File: src/rtl/data_access_unit_pkg.sv
// Shared definitions for the data access unit: op/mode encodings and FSM states.
package dau_pkg;

  typedef enum logic [2:0] {
    OP_LD   = 3'b000,
    OP_ST   = 3'b001,
    OP_PUSH = 3'b010,
    OP_POP  = 3'b011,
    OP_IN   = 3'b100,
    OP_OUT  = 3'b101
  } op_e;

  typedef enum logic [1:0] {
    MODE_PLAIN   = 2'b00,
    MODE_POSTINC = 2'b01,
    MODE_PREDEC  = 2'b10
  } mode_e;

  typedef enum logic [1:0] {
    S_IDLE,
    S_ISSUE,
    S_WAIT,
    S_DONE
  } state_e;

  // I/O register 0 as seen in the flat data space; debug display only.
  localparam logic [15:0] IO_BASE = 16'h0020;

endpackage

File: src/rtl/data_access_unit_if.sv
// Memory-map bus between the data access unit (master) and the data-space map (slave).
interface data_access_unit_if #(parameter int unsigned PTR_W = 16);

  logic [PTR_W-1:0] mem_addr;
  logic             mem_WE;
  logic [7:0]       mem_data;
  logic             mem_IO_only;
  logic [7:0]       mem_Q;

  modport master (output mem_addr, mem_WE, mem_data, mem_IO_only, input mem_Q);
  modport slave  (input mem_addr, mem_WE, mem_data, mem_IO_only, output mem_Q);

endinterface

File: src/rtl/data_access_unit_ea_calc.sv
// Combinational effective-address and pointer write-back calculation per access type.
module dau_ea_calc
  import dau_pkg::*;
#(
  parameter int unsigned PTR_W = 16
) (
  input  logic [2:0]       i_op,
  input  logic [1:0]       i_mode,
  input  logic [PTR_W-1:0] i_ptr,
  input  logic [5:0]       i_io_addr,
  output logic [PTR_W-1:0] o_ea,
  output logic [PTR_W-1:0] o_ptr_new,
  output logic             o_upd,
  output logic             o_io_only,
  output logic             o_is_write,
  output logic             o_illegal
);

  logic [PTR_W-1:0] w_inc;
  logic [PTR_W-1:0] w_dec;

  assign w_inc = i_ptr + PTR_W'(1);
  assign w_dec = i_ptr - PTR_W'(1);

  always_comb begin
    o_ea       = i_ptr;
    o_ptr_new  = i_ptr;
    o_upd      = 1'b0;
    o_io_only  = 1'b0;
    o_is_write = 1'b0;
    o_illegal  = 1'b0;
    case (op_e'(i_op))
      OP_LD, OP_ST: begin
        o_is_write = (i_op == OP_ST);
        case (mode_e'(i_mode))
          MODE_POSTINC: begin
            o_ptr_new = w_inc;
            o_upd     = 1'b1;
          end
          MODE_PREDEC: begin
            o_ea      = w_dec;
            o_ptr_new = w_dec;
            o_upd     = 1'b1;
          end
          default: ;
        endcase
      end
      OP_PUSH: begin
        o_is_write = 1'b1;
        o_ptr_new  = w_dec;
        o_upd      = 1'b1;
      end
      OP_POP: begin
        o_ea      = w_inc;
        o_ptr_new = w_inc;
        o_upd     = 1'b1;
      end
      OP_IN, OP_OUT: begin
        o_ea       = PTR_W'(i_io_addr);
        o_io_only  = 1'b1;
        o_is_write = (i_op == OP_OUT);
      end
      default: o_illegal = 1'b1;
    endcase
  end

endmodule

File: src/rtl/data_access_unit.sv
// CPU-side initiator for the data-space memory map: sequences one LD/ST/PUSH/POP/IN/OUT
// access, captures read data and reports the pointer write-back.
module data_access_unit
  import dau_pkg::*;
#(
  parameter int unsigned READ_LATENCY = 3,
  parameter int unsigned PTR_W        = 16
) (
  input  logic             clk,
  input  logic             reset,
  input  logic             start,
  input  logic [2:0]       op,
  input  logic [1:0]       mode,
  input  logic [PTR_W-1:0] ptr,
  input  logic [5:0]       io_addr,
  input  logic [7:0]       wdata,
  output logic             busy,
  output logic             done,
  output logic             err,
  output logic [7:0]       rdata,
  output logic [PTR_W-1:0] ptr_new,
  output logic             ptr_we,
  data_access_unit_if.master mem
);

  localparam logic [2:0] LAST_CNT = 3'(READ_LATENCY - 1);

  state_e           r_state, w_next_state;
  logic [2:0]       r_cnt;
  logic             r_is_write;
  logic             r_upd;
  logic             w_accept, w_finish;

  logic [PTR_W-1:0] w_ea, w_ptr_new;
  logic             w_upd, w_io_only, w_is_write, w_illegal;

  dau_ea_calc #(.PTR_W(PTR_W)) u_ea_calc (
    .i_op       (op),
    .i_mode     (mode),
    .i_ptr      (ptr),
    .i_io_addr  (io_addr),
    .o_ea       (w_ea),
    .o_ptr_new  (w_ptr_new),
    .o_upd      (w_upd),
    .o_io_only  (w_io_only),
    .o_is_write (w_is_write),
    .o_illegal  (w_illegal)
  );

  always_comb begin
    w_next_state = r_state;
    w_accept     = 1'b0;
    w_finish     = 1'b0;
    case (r_state)
      S_IDLE: if (start) begin
        w_accept     = 1'b1;
        w_next_state = w_illegal ? S_DONE : S_ISSUE;
      end
      S_ISSUE: w_next_state = S_WAIT;
      // r_cnt holds (edges since acceptance - 1), so LAST_CNT marks edge READ_LATENCY
      S_WAIT: if (r_is_write || (r_cnt == LAST_CNT)) begin
        w_finish     = 1'b1;
        w_next_state = S_DONE;
      end
      S_DONE:  w_next_state = S_IDLE;
      default: w_next_state = S_IDLE;
    endcase
  end

  always_ff @(posedge clk or posedge reset) begin
    if (reset) r_state <= S_IDLE;
    else       r_state <= w_next_state;
  end

  always_ff @(posedge clk or posedge reset) begin
    if (reset) begin
      busy            <= 1'b0;
      done            <= 1'b0;
      err             <= 1'b0;
      rdata           <= '0;
      ptr_new         <= '0;
      ptr_we          <= 1'b0;
      mem.mem_addr    <= '0;
      mem.mem_WE      <= 1'b0;
      mem.mem_data    <= '0;
      mem.mem_IO_only <= 1'b0;
      r_cnt           <= '0;
      r_is_write      <= 1'b0;
      r_upd           <= 1'b0;
    end else begin
      done   <= 1'b0;
      err    <= 1'b0;
      ptr_we <= 1'b0;
      case (r_state)
        S_IDLE: if (w_accept) begin
          busy  <= 1'b1;
          r_cnt <= '0;
          if (w_illegal) begin
            done       <= 1'b1;
            err        <= 1'b1;
            r_upd      <= 1'b0;
            r_is_write <= 1'b0;
          end else begin
            mem.mem_addr    <= w_ea;
            mem.mem_IO_only <= w_io_only;
            mem.mem_WE      <= w_is_write;
            mem.mem_data    <= wdata;
            ptr_new         <= w_ptr_new;
            r_is_write      <= w_is_write;
            r_upd           <= w_upd;
          end
        end
        S_ISSUE: begin
          mem.mem_WE <= 1'b0;
          r_cnt      <= r_cnt + 3'd1;
        end
        S_WAIT: begin
          r_cnt <= r_cnt + 3'd1;
          if (w_finish) begin
            done            <= 1'b1;
            ptr_we          <= r_upd;
            mem.mem_IO_only <= 1'b0;
            if (!r_is_write) rdata <= mem.mem_Q;
          end
        end
        S_DONE:  busy <= 1'b0;
        default: ;
      endcase
    end
  end

endmodule

File: src/flat_wrapper.sv
// flat-port wrapper written by rule: the top's interface ports become plain ports
module data_access_unit_flat import dau_pkg::*;
#(
  parameter int unsigned READ_LATENCY = 3,
  parameter int unsigned PTR_W        = 16
)
  (clk, reset, start, op, mode, ptr, io_addr, wdata, busy, done, err, rdata, ptr_new, ptr_we, mem_mem_addr, mem_mem_WE, mem_mem_data, mem_mem_IO_only, mem_mem_Q);
  data_access_unit_if #(.PTR_W(PTR_W)) mem_i ();
  input  logic clk;
  input  logic reset;
  input  logic start;
  input  logic [2:0] op;
  input  logic [1:0] mode;
  input  logic [PTR_W-1:0] ptr;
  input  logic [5:0] io_addr;
  input  logic [7:0] wdata;
  output logic busy;
  output logic done;
  output logic err;
  output logic [7:0] rdata;
  output logic [PTR_W-1:0] ptr_new;
  output logic ptr_we;
  output wire logic [$bits(mem_i.mem_addr)-1:0] mem_mem_addr;
  output wire logic [$bits(mem_i.mem_WE)-1:0] mem_mem_WE;
  output wire logic [$bits(mem_i.mem_data)-1:0] mem_mem_data;
  output wire logic [$bits(mem_i.mem_IO_only)-1:0] mem_mem_IO_only;
  input wire logic [$bits(mem_i.mem_Q)-1:0] mem_mem_Q;
  assign mem_mem_addr = mem_i.mem_addr;
  assign mem_mem_WE = mem_i.mem_WE;
  assign mem_mem_data = mem_i.mem_data;
  assign mem_mem_IO_only = mem_i.mem_IO_only;
  assign mem_i.mem_Q = mem_mem_Q;
  data_access_unit #(.READ_LATENCY(READ_LATENCY), .PTR_W(PTR_W)) u_core (.clk(clk), .reset(reset), .start(start), .op(op), .mode(mode), .ptr(ptr), .io_addr(io_addr), .wdata(wdata), .busy(busy), .done(done), .err(err), .rdata(rdata), .ptr_new(ptr_new), .ptr_we(ptr_we), .mem(mem_i));
endmodule
File: config.mk
export PLATFORM = sky130hd
export DESIGN_NAME = data_access_unit_flat
export DESIGN_NICKNAME = d
export VERILOG_FILES = /design/src/rtl/data_access_unit_pkg.sv /design/src/rtl/data_access_unit_if.sv /design/src/rtl/data_access_unit_ea_calc.sv /design/src/rtl/data_access_unit.sv /design/src/flat_wrapper.sv
export SDC_FILE = /design/constraint.sdc
export NUM_CORES = 1
export LEC_CHECK = 0
export CORE_ASPECT_RATIO = 2
export CORE_MARGIN = 1.5
export CORE_UTILIZATION = 47
export DETAILED_ROUTE_END_ITERATION = 16
export PLACE_DENSITY_LB_ADDON = 0.05
export REMOVE_ABC_BUFFERS = 1
export SYNTH_ARGS = -nofsm -noshare
export SYNTH_HDL_FRONTEND = slang
export SYNTH_SLANG_ARGS = --single-unit
File: constraint.sdc
create_clock -name clk -period 1.9 [get_ports clk]
set_input_delay 0.475 -clock clk [delete_from_list [all_inputs] [get_ports clk]]
set_output_delay 0.475 -clock clk [all_outputs]
set_load 0.02 [all_outputs]
==> results.md <==
- Clk Tree Root Cell: clkbuf_16
- Final Wtd Congestion: between 1 and 1.5
- Internal Power: ~5300 µW
- Synth warn: 0
- Final wirelength: a little over 20000 µm
- CP startpoint: ptr[11]
- # H-tree levels: 3
- Gr ovfl total: 0
- Max Cap Violations: 0
- Simple-gate share of the synthesized area: 0.2224
- PortBufs: a little under 100
- Final Max Slew Viols: 0
- Die area: about 11000 µm²
- Clock Power Share: 0.213
- Launch point of the worst reg-to-reg path: u_core.r_state[0]
- RSZ-0062 raised after global routing: true
- #FFs+latches synth: 61
- # clock sinks: just over 60
- Relative slew slack: 0.7074
- Area delta synth->final: 64.14%
- ANT cells: 0
- Via count: around 5800
- Rows: 51
- EDFF count, synth: 0
- First-pass GRT wire length: 30330 µm
- I/O pin total: 100
- Peak Freq: 0.5183 GHz
- Die width: 73.31 µm
- Worst slew pin tran: 0.4343 ns
- Peak VDD IR: ~0.75 mV
- Final Hold Vio Count: 0
- DRT Pass-1 Iters: 5
- Mapped cell area: 4647 µm²
- Commonest non-fill, non-tap cell in the layout: buf_4
- Post-synthesis compound-gate area fraction: 0.2569
- Starting DRC count in detailed routing: around 530
- Worst hold path class: reg -> reg
- Dpl hpwl: 14970 µm
- Final net count: approximately 860
- Sw frac: 0.3875
- Synth Area in XOR/XNOR: 0.04900
- Highest-count cells in the layout ignoring fill and taps: buf_4 (157), clkdlybuf4s50_1 (79), nand2_1 (77), dfrtp_1 (61), o21ai_0 (39)
- Netlist cell types: 69
- Status: finished, violations left
- Hold WS: 0.4733 ns
- Arr. time, crit path: between 2 and 2.5 ns
- CTS tree: built
- Final period util: 1.015
- Final Power: around 8600 µW
- Vias in the first global route: 5873
- Worst r2r dst: u_core.ptr_new[11]
- Fill count: around 700
- Final number of setup-violating endpoints: 4
- Sw power: between 3000 and 4000 µW
- Failing checks: setup timing
- Sequential share of the synthesized area: 0.3285
- Fin crit period: between 1.5 and 2 ns
- Worst Path Required: 2.12 ns
- Drt wl/cell: ~22 µm
- FF/Latch Area: about 1500 µm²
- Synth async-reset ratio: 1.000
- Reg power frac: 0.268
- Adder-cell share of the synthesized area: 0.02962
- Pleak: 0.003300 µW
- Fraction of layout cells with a size suffix above 1: 0.3560
- Multi-input gate area: just over 3000 µm²
- Area post-placement: roughly 6900 µm²
- Reg2reg setup slack: about 0.060 ns
- Core region area: ~9700 µm²
- Main combinational cell family by area after synthesis: compound AO/OA/AOI/OAI gates
- CTS clk-pin slew, worst paths: roughly 0.060 ns
- Mux contribution to synthesized area: 0.04470
- Clk_skew: a little under 0.007 ns
- Antenna violations before repair: 0
- Crit Path Class: in -> reg
- Gate power share: 0.519
- DRC: 0
- Initial core utilization: 0.4791
- Worst setup margin: -0.02922 ns
- CP Capture Type: register
- Post-route cell area: about 7600 µm²
- CTS Buf Count: 9
- Total GRT Usage: 0.3884
- CTS Buffer Depth: 2
- Avg Inst Size Synth: roughly 8.2 µm²
- Power per cell area: roughly 1100 nW/µm²
- CP Max Fanout: 5
- Die Span Y: between 100 and 150 µm
- Worst r2r path cells: 9
- Largest net degree at the start of global routing: between 60 and 70
- Top_reg_cell synth: dfrtp_1
- Startpoint class of the critical path: input port
- Routed vias/inst: between 6 and 7
- Crit path capture: u_core.ptr_new[15]
- Later-pin clock latency in the skew report: 0.33 ns
- Synthesized instance count: 570
- Post-DRT Antenna Nets: 0
cell usage after synthesis, types with 3 or more instances:
master	instances	area (µm²)
mux2_2	12	135.1
ha_1	11	137.6
a22o_1	5	43.79
nand2b_1	6	37.54
nor4_1	6	37.54
nor2_1	36	135.1
o21a_1	4	30.03
a22oi_1	9	67.56
xnor2_1	17	148.9
a21oi_1	32	160.2
buf_2	10	50.05
nor4_2	5	62.56
a222oi_1	3	30.03
a2bb2oi_1	5	43.79
a31oi_1	15	93.84
o41ai_1	3	26.28
nor3_1	9	45.04
and3_1	4	25.02
nand3_1	15	75.07
clkbuf_1	35	131.4
o22ai_1	4	25.02
o221ai_1	15	131.4
buf_1	7	26.28
xor2_1	9	78.83
dfrtp_1	61	1526
nand2_1	81	304.0
o211ai_1	5	37.54
o21ai_1	5	25.02
a221oi_1	5	43.79
nor2b_1	3	18.77
or3_1	8	50.05
inv_1	23	86.33
nand4_1	7	43.79
o21ai_0	43	215.2
mux2i_1	5	50.05
a211oi_1	5	37.54
metal layers:
layer / global-route usage / routed length [µm] / share of wire
met5: 0 / 0 / 0
met4: 0.3051 / 1771 / 0.087
met3: 0.06522 / 1370 / 0.067
met2: 0.7067 / 10750 / 0.53
met1: 0.3682 / 6444 / 0.32
kinds of logic after synthesis:
| family | after synthesis |
|---|---|
| compound gates | 177 |
| fa+ha+maj | 11 |
| buf+inv | 78 |
| simple gates | 199 |
| mux | 18 |
| flops | 61 |
| xor+xnor | 26 |
area by class of cell:
cell class,count,area share
inverter,24,0.01181
timing repair buffer,276,0.3194
tap,132,0.02165
multi-input combinational,432,0.4044
sequential,61,0.2001
clock buffer,10,0.03133
clock inverter,6,0.01132
how the worst min path moves through the flow:
stage	from	to	cells after the start	slack, ns
floorplan	u_core.r_upd	u_core.ptr_we	2	0.46
global placement	u_core.mem.mem_data[6]	u_core.mem.mem_data[6]	2	0.46
detailed placement	u_core.mem.mem_data[1]	u_core.mem.mem_data[1]	2	0.46
CTS	u_core.mem.mem_data[1]	u_core.mem.mem_data[1]	2	0.47
global route	u_core.mem.mem_data[5]	u_core.mem.mem_data[5]	2	0.50
finish	u_core.mem.mem_data[1]	u_core.mem.mem_data[1]	2	0.47
critical path: stages:
cell and delay (ns):
clkdlybuf4s15_2 0.25, nor4_4 0.30, buf_4 0.15, nand4_1 0.16, mux2_4 0.35, a222oi_1 0.23
a2bb2oi_1 0.18, a21oi_1 0.05
power by group through the flow:
stage	clock network [µW]	registers, µW	logic, µW
floorplan	0	2930	1330
global placement	0	2270	4150
detailed placement	0	2310	4270
CTS	1830	2290	4360
global route	1880	2360	4740
finish	1830	2310	4460
per-stage QoR:
step | instances | setup TNS (ns) | util | setup slack [ns]
after floorplan | 516 | -30.43 | - | -0.9973
after global placement | 914 | -24.40 | 0.7132 | -0.8462
after detailed placement | 914 | -25.25 | 0.7132 | -0.9022
after CTS | 938 | -0.1235 | 0.7686 | -0.06883
after global routing | 941 | -0.4518 | 0.7864 | -0.1096
final | 941 | -0.05009 | 0.7864 | -0.02922
flip-flops by register name (all words and copies together), names as in the netlist:
signal,count
u_core.r_cnt,3
u_core.ptr_new,16
u_core.busy,1
u_core.ptr_we,1
u_core.r_state,2
u_core.rdata,8
u_core.r_is_write,1
u_core.done,1
u_core.r_upd,1
u_core.mem.mem_WE,1
u_core.mem.mem_data,8
u_core.mem.mem_IO_only,1
u_core.mem.mem_addr,16
u_core.err,1
repair_timing:
action,in CTS,in global routing
buffers inserted,7,3
hold buffers,0,0
pin swaps,31,24
endpoints found under the setup margin,33,35
gates resized for setup,111,46
gates cloned,1,0
(Power assumes the default switching activity.)
